===== src/rtl/mem_arb_pkg.sv =====
// Shared types for the BRAM data-port arbiter: owner FSM states, response tag, helpers.
package mem_arb_pkg;

    typedef enum logic [1:0] {
        ST_IDLE = 2'd0,
        ST_OWN0 = 2'd1,
        ST_OWN1 = 2'd2
    } owner_state_e;

    typedef struct packed {
        logic valid;
        logic id;
    } resp_tag_t;

    localparam int BCNT_WIDTH = 8;

    function automatic int log2(input int value);
        int r;
        r = 0;
        while ((1 << r) < value) r++;
        return r;
    endfunction

endpackage


===== src/rtl/mem_arb_resp_router.sv =====
// Remembers which requester issued the read accepted last cycle and steers the
// 1-cycle-latency memory response back to that requester only.
module mem_arb_resp_router
    import mem_arb_pkg::*;
#(
    parameter int DATA_WIDTH   = 32,
    parameter int ADDRESS_BITS = 32
) (
    input  logic                    clk,
    input  logic                    rst_n,
    input  logic                    read_accept_i,
    input  logic                    read_id_i,
    input  logic                    mem_valid_i,
    input  logic [DATA_WIDTH-1:0]   mem_data_out_i,
    input  logic [ADDRESS_BITS-1:0] mem_address_out_i,
    output logic                    r0_valid_o,
    output logic [DATA_WIDTH-1:0]   r0_data_out_o,
    output logic [ADDRESS_BITS-1:0] r0_address_out_o,
    output logic                    r1_valid_o,
    output logic [DATA_WIDTH-1:0]   r1_data_out_o,
    output logic [ADDRESS_BITS-1:0] r1_address_out_o
);

    resp_tag_t tag_q, tag_d;

    // Tag describes only the previous cycle, so writes and idle cycles clear it.
    always_comb begin
        tag_d.valid = read_accept_i;
        tag_d.id    = read_id_i;
    end

    // NOTE: sequential state uses non-blocking assignments so every flop samples
    // pre-edge values regardless of process ordering.
    always_ff @(posedge clk or negedge rst_n) begin
        if (!rst_n) tag_q <= '0;
        else        tag_q <= tag_d;
    end

    assign r0_valid_o = mem_valid_i & tag_q.valid & ~tag_q.id;
    assign r1_valid_o = mem_valid_i & tag_q.valid &  tag_q.id;

    assign r0_data_out_o    = r0_valid_o ? mem_data_out_i    : '0;
    assign r0_address_out_o = r0_valid_o ? mem_address_out_i : '0;
    assign r1_data_out_o    = r1_valid_o ? mem_data_out_i    : '0;
    assign r1_address_out_o = r1_valid_o ? mem_address_out_i : '0;

endmodule


===== src/rtl/mem_port_arbiter.sv =====
// Round-robin arbiter with bounded bursts sharing the BRAM data port between the
// core data path (r0) and the loader/debug master (r1).
module mem_port_arbiter
    import mem_arb_pkg::*;
#(
    parameter int DATA_WIDTH   = 32,
    parameter int ADDRESS_BITS = 32,
    parameter int BURST_MAX    = 4,
    parameter int FIRST_PRIO   = 0
) (
    input  logic                      clk,
    input  logic                      rst_n,
    input  logic                      r0_read_i,
    input  logic                      r0_write_i,
    input  logic [DATA_WIDTH/8-1:0]   r0_byte_en_i,
    input  logic [ADDRESS_BITS-1:0]   r0_address_i,
    input  logic [DATA_WIDTH-1:0]     r0_data_in_i,
    output logic                      r0_ready_o,
    output logic                      r0_valid_o,
    output logic [DATA_WIDTH-1:0]     r0_data_out_o,
    output logic [ADDRESS_BITS-1:0]   r0_address_out_o,
    input  logic                      r1_read_i,
    input  logic                      r1_write_i,
    input  logic [DATA_WIDTH/8-1:0]   r1_byte_en_i,
    input  logic [ADDRESS_BITS-1:0]   r1_address_i,
    input  logic [DATA_WIDTH-1:0]     r1_data_in_i,
    output logic                      r1_ready_o,
    output logic                      r1_valid_o,
    output logic [DATA_WIDTH-1:0]     r1_data_out_o,
    output logic [ADDRESS_BITS-1:0]   r1_address_out_o,
    output logic                      mem_read_o,
    output logic                      mem_write_o,
    output logic [DATA_WIDTH/8-1:0]   mem_byte_en_o,
    output logic [ADDRESS_BITS-1:0]   mem_address_o,
    output logic [DATA_WIDTH-1:0]     mem_data_in_o,
    input  logic [DATA_WIDTH-1:0]     mem_data_out_i,
    input  logic [ADDRESS_BITS-1:0]   mem_address_out_i,
    input  logic                      mem_valid_i,
    input  logic                      mem_ready_i
);

    localparam logic [BCNT_WIDTH-1:0] BURST_LIM = BCNT_WIDTH'(BURST_MAX);
    localparam logic                  PRIO_RST  = 1'(FIRST_PRIO);

    owner_state_e          state_q, state_d;
    logic [BCNT_WIDTH-1:0] bcnt_q, bcnt_d;
    logic                  prio_q, prio_d;

    logic pend0, pend1;
    logic owner, own_pend, oth_pend;
    logic grant_valid, grant_id;

    logic                    sel_read, sel_write;
    logic [DATA_WIDTH/8-1:0] sel_byte_en;
    logic [ADDRESS_BITS-1:0] sel_address;
    logic [DATA_WIDTH-1:0]   sel_data;

    assign pend0 = r0_read_i | r0_write_i;
    assign pend1 = r1_read_i | r1_write_i;

    // NOTE: every always_comb output gets a default first so no path leaves a
    // variable unassigned and infers a latch.
    always_comb begin
        state_d     = state_q;
        bcnt_d      = bcnt_q;
        prio_d      = prio_q;
        grant_valid = 1'b0;
        grant_id    = 1'b0;
        owner       = (state_q == ST_OWN1);
        own_pend    = owner ? pend1 : pend0;
        oth_pend    = owner ? pend0 : pend1;

        // Reset also gates the grant so mem_* stay quiet while rst_n is low.
        if (mem_ready_i && rst_n) begin
            case (state_q)
                ST_IDLE: begin
                    if (pend0 || pend1) begin
                        grant_valid = 1'b1;
                        grant_id    = (pend0 && pend1) ? prio_q : pend1;
                        prio_d      = ~grant_id;
                        bcnt_d      = BCNT_WIDTH'(1);
                        state_d     = grant_id ? ST_OWN1 : ST_OWN0;
                    end
                end
                ST_OWN0, ST_OWN1: begin
                    if (own_pend && (!oth_pend || bcnt_q < BURST_LIM)) begin
                        grant_valid = 1'b1;
                        grant_id    = owner;
                        if (bcnt_q < BURST_LIM) bcnt_d = bcnt_q + 1'b1;
                    end else if (oth_pend) begin
                        grant_valid = 1'b1;
                        grant_id    = ~owner;
                        prio_d      = owner;
                        bcnt_d      = BCNT_WIDTH'(1);
                        state_d     = owner ? ST_OWN0 : ST_OWN1;
                    end else begin
                        prio_d  = ~owner;
                        bcnt_d  = '0;
                        state_d = ST_IDLE;
                    end
                end
                default: state_d = ST_IDLE;
            endcase
        end
    end

    always_ff @(posedge clk or negedge rst_n) begin
        if (!rst_n) begin
            state_q <= ST_IDLE;
            bcnt_q  <= '0;
            prio_q  <= PRIO_RST;
        end else begin
            state_q <= state_d;
            bcnt_q  <= bcnt_d;
            prio_q  <= prio_d;
        end
    end

    assign sel_read    = grant_id ? r1_read_i    : r0_read_i;
    assign sel_write   = grant_id ? r1_write_i   : r0_write_i;
    assign sel_byte_en = grant_id ? r1_byte_en_i : r0_byte_en_i;
    assign sel_address = grant_id ? r1_address_i : r0_address_i;
    assign sel_data    = grant_id ? r1_data_in_i : r0_data_in_i;

    // Read wins when both strobes are high, so an illegal request never writes.
    assign mem_read_o    = grant_valid & sel_read;
    assign mem_write_o   = grant_valid & sel_write & ~sel_read;
    assign mem_byte_en_o = grant_valid ? sel_byte_en : '0;
    assign mem_address_o = grant_valid ? sel_address : '0;
    assign mem_data_in_o = grant_valid ? sel_data    : '0;

    assign r0_ready_o = grant_valid & ~grant_id;
    assign r1_ready_o = grant_valid &  grant_id;

    mem_arb_resp_router #(
        .DATA_WIDTH  (DATA_WIDTH),
        .ADDRESS_BITS(ADDRESS_BITS)
    ) u_resp_router (
        .clk              (clk),
        .rst_n            (rst_n),
        .read_accept_i    (mem_read_o),
        .read_id_i        (grant_id),
        .mem_valid_i      (mem_valid_i),
        .mem_data_out_i   (mem_data_out_i),
        .mem_address_out_i(mem_address_out_i),
        .r0_valid_o       (r0_valid_o),
        .r0_data_out_o    (r0_data_out_o),
        .r0_address_out_o (r0_address_out_o),
        .r1_valid_o       (r1_valid_o),
        .r1_data_out_o    (r1_data_out_o),
        .r1_address_out_o (r1_address_out_o)
    );

endmodule


===== config.mk =====
export PLATFORM = sky130hd
export DESIGN_NAME = mem_port_arbiter
export DESIGN_NICKNAME = d
export VERILOG_FILES = /design/src/rtl/mem_arb_pkg.sv /design/src/rtl/mem_arb_resp_router.sv /design/src/rtl/mem_port_arbiter.sv
export SDC_FILE = /design/constraint.sdc
export NUM_CORES = 1
export LEC_CHECK = 0
export BUFFER_PORTS_ARGS = -buffer_cell sky130_fd_sc_hd__buf_2
export CAP_MARGIN = 5
export CORE_AREA = 4 4 159 161
export DETAILED_ROUTE_END_ITERATION = 8
export DIE_AREA = 0 0 163 165
export GPL_TIMING_DRIVEN = 0
export PLACE_DENSITY = 0.45
export SLEW_MARGIN = 20
export SYNTH_ARGS = -nofsm -noshare
export SYNTH_HDL_FRONTEND = slang
export SYNTH_SLANG_ARGS = --single-unit
export TNS_END_PERCENT = 100

===== constraint.sdc =====
create_clock -name clk -period 5.63 [get_ports clk]
set_input_delay 0.2815 -clock clk [delete_from_list [all_inputs] [get_ports clk]]
set_output_delay 0.2815 -clock clk [all_outputs]
set_load 0.02 [all_outputs]

---- Yosys cells after proc, flatten, opt, wreduce, memory -nomap -nowiden ----
Index checks and enable logic that the tools add are counted.
Widths: inputs -> output; s select.
cells by class
  bitwise gates (word level) .............. 15
  equal/unequal tests ..................... 5
  mux-type cells .......................... 40
  order comparisons ....................... 1
  add/subtract/negate cells ............... 1
  reduce and logical (&&, ||, !) cells .... 12
operators by type and width
  kind                 count
  $mux 32              8
  $mux 8               3
  $mux 1               17
  $pmux 8 s2           1
  $mux 2               5
  $add 8x1->8 const B  1
  $and 1x1->1          8
  $lt 8x3->1 const B   1
  $mux 4               2
  $reduce_and 4->1     2
  $pmux 1 s2           3
  $not 1->1            5
  $ne 2x2->1 const B   2
  $pmux 2 s2           1
  $logic_and 1x1->1    3
  $ne 3x3->1 const B   1
  $reduce_and 3->1     1
  $eq 2x1->1 const B   1
  $eq 2x2->1 const B   1
  $logic_not 2->1      1
  $logic_or 1x1->1     2
  $or 1x1->1           2
  $reduce_bool 2->1    1
  $reduce_or 2->1      1
  $logic_not 1->1      1
storage, ports and cells
  output and inout bits ................... 202
  register bits after elaboration ......... 13
  logic and storage cells ................. 79
  input bits .............................. 208

---- Depth between registers and ports, before layout ----
  depth in word-level cells ............... 11
  mapped depth ............................ 11
  mapped depth without buffers ............ 7

---- Modules after synthesis ----
Synthesis repeated with hierarchy kept, for this count alone.
second synthesis, totals
  cells, all modules ...................... 491
  area total of the unflattened synthesis .. 3420.8 µm²
by module, submodules not included
  module               cells each  times used  area each (µm²)  sequential area each (µm²)
  mem_port_arbiter     317         1           1904.3           275.3
  mem_arb_resp_router  174         1           1516.5           50.0

---- Worst setup path before layout ----
OpenSTA, ideal clock, no wires.
  path kind ............................... reg2out
  start point ............................. register state_q[0]
  end point ............................... output mem_write_o
  buffers on the path ..................... 1
  arrival ................................. 2.168 ns
  cell stages (with the launch flop) ...... 8
  required time ........................... 5.349 ns
  setup slack ............................. 3.180 ns
  path through ............................ dfrtp_1 > inv_1 > ha_1 > clkbuf_1 > o21ai_0 > o22ai_1 > a21o_4 > o41ai_1
between the ends
  longest elaborated chain between the ends .. 11
  elaborated cells between the ends (all ways) .. 23
  classes of those cells .................. eq/ne (2); mux (12); bitwise (4); reduce/logical (5)
RTL lines
  what                                             RTL line                                          source
  start: declaration                               mem_port_arbiter.sv:45                            owner_state_e state_q, state_d;
  start signal: assignment                         mem_port_arbiter.sv:113                           state_q <= state_d;
  $eq 2x2->1                                       mem_port_arbiter.sv:69, mem_port_arbiter.sv:75
  $mux 1                                           mem_port_arbiter.sv:71                            oth_pend = owner ? pend0 : pend1;
  $logic_not 1->1                                  mem_port_arbiter.sv:86                            if (own_pend && (!oth_pend || bcnt_q < BURST_LIM)) begin
  $logic_or 1x1->1                                 mem_port_arbiter.sv:86
  $logic_and 1x1->1                                mem_port_arbiter.sv:86
  $mux 1                                           mem_port_arbiter.sv:86
  $pmux 1 s2                                       mem_port_arbiter.sv:75                            case (state_q)
  $mux 1                                           mem_port_arbiter.sv:74                            if (mem_ready_i && rst_n) begin
  $mux 1, on equally long branches                 mem_port_arbiter.sv:120, mem_port_arbiter.sv:119
  $and 1x1->1 / $not 1->1 (equally long branches)  mem_port_arbiter.sv:127                           assign mem_write_o = grant_valid & sel_write & ~sel_read;
  $and 1x1->1 (*)                                  mem_port_arbiter.sv:127
  end: declaration                                 mem_port_arbiter.sv:32                            output logic mem_write_o,
Mark *: on every way between the ends. The rest lies on a longest branch, timed or not.

---- Final worst setup path ----
  start point ............................. register state_q[0]
  end point ............................... output mem_address_o[14]
between the ends
  longest elaborated chain between the ends .. 10
  elaborated cells between the ends (all ways) .. 20
  classes of those cells .................. eq/ne (2); mux (12); bitwise (1); reduce/logical (5)
RTL lines
  what               RTL line                                        source
  $eq 2x2->1         mem_port_arbiter.sv:69, mem_port_arbiter.sv:75
  $mux 1             mem_port_arbiter.sv:71
  $logic_not 1->1    mem_port_arbiter.sv:86
  $logic_or 1x1->1   mem_port_arbiter.sv:86
  $logic_and 1x1->1  mem_port_arbiter.sv:86
  $mux 1             mem_port_arbiter.sv:86
  $pmux 1 s2         mem_port_arbiter.sv:75
  $mux 1             mem_port_arbiter.sv:74
  $mux 32            mem_port_arbiter.sv:122                         assign sel_address = grant_id ? r1_address_i : r0_address_i;
  $mux 32 (*)        mem_port_arbiter.sv:129                         assign mem_address_o = grant_valid ? sel_address : '0;
  end: declaration   mem_port_arbiter.sv:34                          output logic [ADDRESS_BITS-1:0] mem_address_o,
Marks and branches as above.

==> run summary <==
Run status = completed
Routability-driven placement congestion ratio = 0.8269
Fraction of registers with async set or reset after synthesis = 100.0%
Die extent in y = 165 um
Total gr overflow = 0
Series of cell instances along the critical path = inv_1, ha_1, clkbuf_1, o21ai_0, o22ai_1, a21o_4, and2_4, buf_6, buf_2, a22o_1, buf_2
Slew @ Worst Pin = 670.7 ps
Final hold viol count = 0
1st-iter DRT viols = 138
Power density over the cells = 256.2 mW/mm2
Post-synthesis cell type with the largest combined area = and2_1
H-tree depth = 1
Count of synthesis-stage warnings from yosys = 0
Required @ worst endpoint = 5350 ps
Period utilisation layout = 56.22%
Horiz. Die Dim = 163 um
DR WL/cell = 17.72 um
Global Route Usage Sum = 12.04%
Yosys top cell area share = 32.94%
Cell count after synthesis = 325
Buffer and inverter count on the worst path = 5
Largest net degree at the start of global routing = 15
Final routed DRC violation total = 0
Overall Power = 1.278 mW
Headroom to the max-slew limit = 55.29%
Post-synth top flop = dfrtp_1
Synth top cells by count = and2_1, a22o_1, clkbuf_1, nor2_1, dfrtp_1
Storage cell area = 325.3 um2
Number of global-route vias before repair = 3795
DR vias = 4070
Leading cell type by number of instances after synthesis = and2_1
Clock sinks = 13
Arrival time reported for the critical path endpoint = 2880 ps
Min Clock Period, post-route = 3165 ps
Crit Path Category = reg2out
TritonCTS clock tree = yes
TritonRoute pass-1 iters = 4
Share of synthesized area occupied by flip-flops and latches = 13.28%
Critical path launch point type = register
Final routed wirelength across all metal layers = 18.84 mm
Hold slack final = 439.2 ps
Main area contributors after synthesis = and2_1, a22o_1, dfrtp_1
Achievable Freq = 316.0 MHz
Most frequent cell on the critical path = buf_2
Footprint of the multi-input gates = 0.001947 mm2
Cell chosen for the clock root = clkbuf_16
Top cell family by delay on the critical path = compound AO/OA/AOI/OAI gates
Class of the worst hold path = in2reg
Worst reg2reg setup slack = 3040 ps
Reg clk slew, reported paths = 50 ps
Placement Rows = 57
Fin util = 20.83%
Setup TNS = 0 ps
Die Footprint = 0.02690 mm2
Number of distinct standard cells referenced by the synthesized netlist = 44
Syn avg cell area = 7.538 um2
Fillers = 2755
Synthesis-stage register bit count = 13
Clock latency on the worst-skew pair = 250 ps
Final-report setup violation count = 0
I/O Buffers = 409
Initial antenna violation count = 1
Starting utilization of the core area = 10.22%
Maximum buffer depth of the clock tree = 2
Critical Path Fanout Max = 10
Final Max Tran Viols = 0
Cell Area, Synth = 0.002450 mm2
Peak per-stage delay on the critical path = 360 ps
Core ar. = 0.02396 mm2
# IOs = 410
CP max stage cell = dfrtp_1
Detailed placement HPWL = 16.76 mm
Synthesis-to-layout area growth = 103.7%
EDFF count, synth = 0
Clock buffers created by TritonCTS = 3
Antenna Violating Nets Remaining = 0
Setup repair after global routing missed its margin = false
# nets final = 952
Non-Filler Cell Area, Final = 0.004991 mm2
Peak VDD IR = 0.1716 mV
Leakage power figure = 3.099 nW
Setup Skew = 4.962 ps
N_diodes = 0
Wire length of the first global-routing pass = 24.45 mm
Number of nets produced by synthesis = 537
# Max-Cap Violations = 0
Setup Buffers After CTS = 0
Proportion of layout cells with a drive suffix above 1 = 59.40%
Kind of end point of the critical path = primary output
Per-cell via count in the routed design = 3.829
Area post-placement = 0.004902 mm2
[report_power, final]
group          switching (mW)  internal [mW]
sequential             0.0161          0.115
combinational           0.618          0.393
clock                  0.0415         0.0958
[kinds of logic after synthesis]
family	count (synthesis)	share of synthesized area [%]
buffers and inverters	36	7.252
adder cells (fa/ha/maj)	4	2.043
multiplexers	5	2.145
AND/OR/NAND/NOR	168	41.68
AO/OA/AOI/OAI	99	33.61
flip-flops	13	13.28
[metrics by stage]
| stage | worst slack [ps] | instances |
|---|---|---|
| detailed placement | 2719 | 1058 |
| finish | 2465 | 1063 |
| floorplan | 3180 | 325 |
| global placement | 2706 | 1058 |
| global route | 2181 | 1063 |
| CTS | 2449 | 1063 |
[flip-flops by register name (all words and copies together), names as in the netlist]
signal / count
prio_q: 1
bcnt_q: 8
state_q: 2
u_resp_router.tag_q: 2
[path summary, 6_finish.rpt]
check,from,end,depth (start not counted)
setup / recovery,state_q[0]$_DFFE_PN0P_,mem_address_o[14],11
hold / removal,r1_read_i,u_resp_router.tag_q[1]$_DFF_PN0_,3
setup reg to reg,state_q[0]$_DFFE_PN0P_,prio_q$_DFFE_PN0P_,7
hold reg to reg,prio_q$_DFFE_PN0P_,prio_q$_DFFE_PN0P_,1
max in group asynchronous,rst_n,bcnt_q[2]$_DFFE_PN0P_,2
min in group asynchronous,rst_n,state_q[0]$_DFFE_PN0P_,2
[layer usage]
| metal | global-route usage [%] | vias to the layer above | share of wire, % |
|---|---|---|---|
| li1 | - | 1995 | - |
| met1 | 16.44 | 1859 | 44 |
| met2 | 17.74 | 202 | 43 |
| met3 | 5.840 | 12 | 12 |
| met4 | 1.334 | 2 | 0.73 |
| met5 | 0 | - | 0.058 |
[placed cells by master, fill, tap and decap left out, drive strengths merged, types with 2 or more instances in the layout]
master,count
a21oi,8
o22ai,3
buf,424
mux2,2
nor2,16
dfrtp,13
o21ai,3
ha,4
or2,2
nand2,7
a41oi,2
nand3,2
a31oi,2
inv,5
mux2i,3
a22o,68
and2,130
and3,3
nor2b,2
clkbuf,20
[worst reg2reg max path, delay by kind of cell, from the launching register on]
kind                       cells  cell delay, ps
AOI/OAI and AO/OA              2             940
muxes                          1             410
buffers and inverters          2             380
DFF                            1             360
adders and majority gates      1             270
and+or+nand+nor                1             110
[area by class of cell]
class | count | area share [%]
buffer | 31 | 3.184
inverter | 5 | 0.3760
clock buffer | 4 | 1.579
multi-input combinational | 276 | 39.01
timing repair buffer | 410 | 41.21
tap | 324 | 8.122
sequential | 13 | 6.518
[what timing repair did]
item,CTS,global route
hold endpoints to repair,13,0
resized for setup,0,0
hold buffers,1,0
Power figures use the tool's default switching activity.
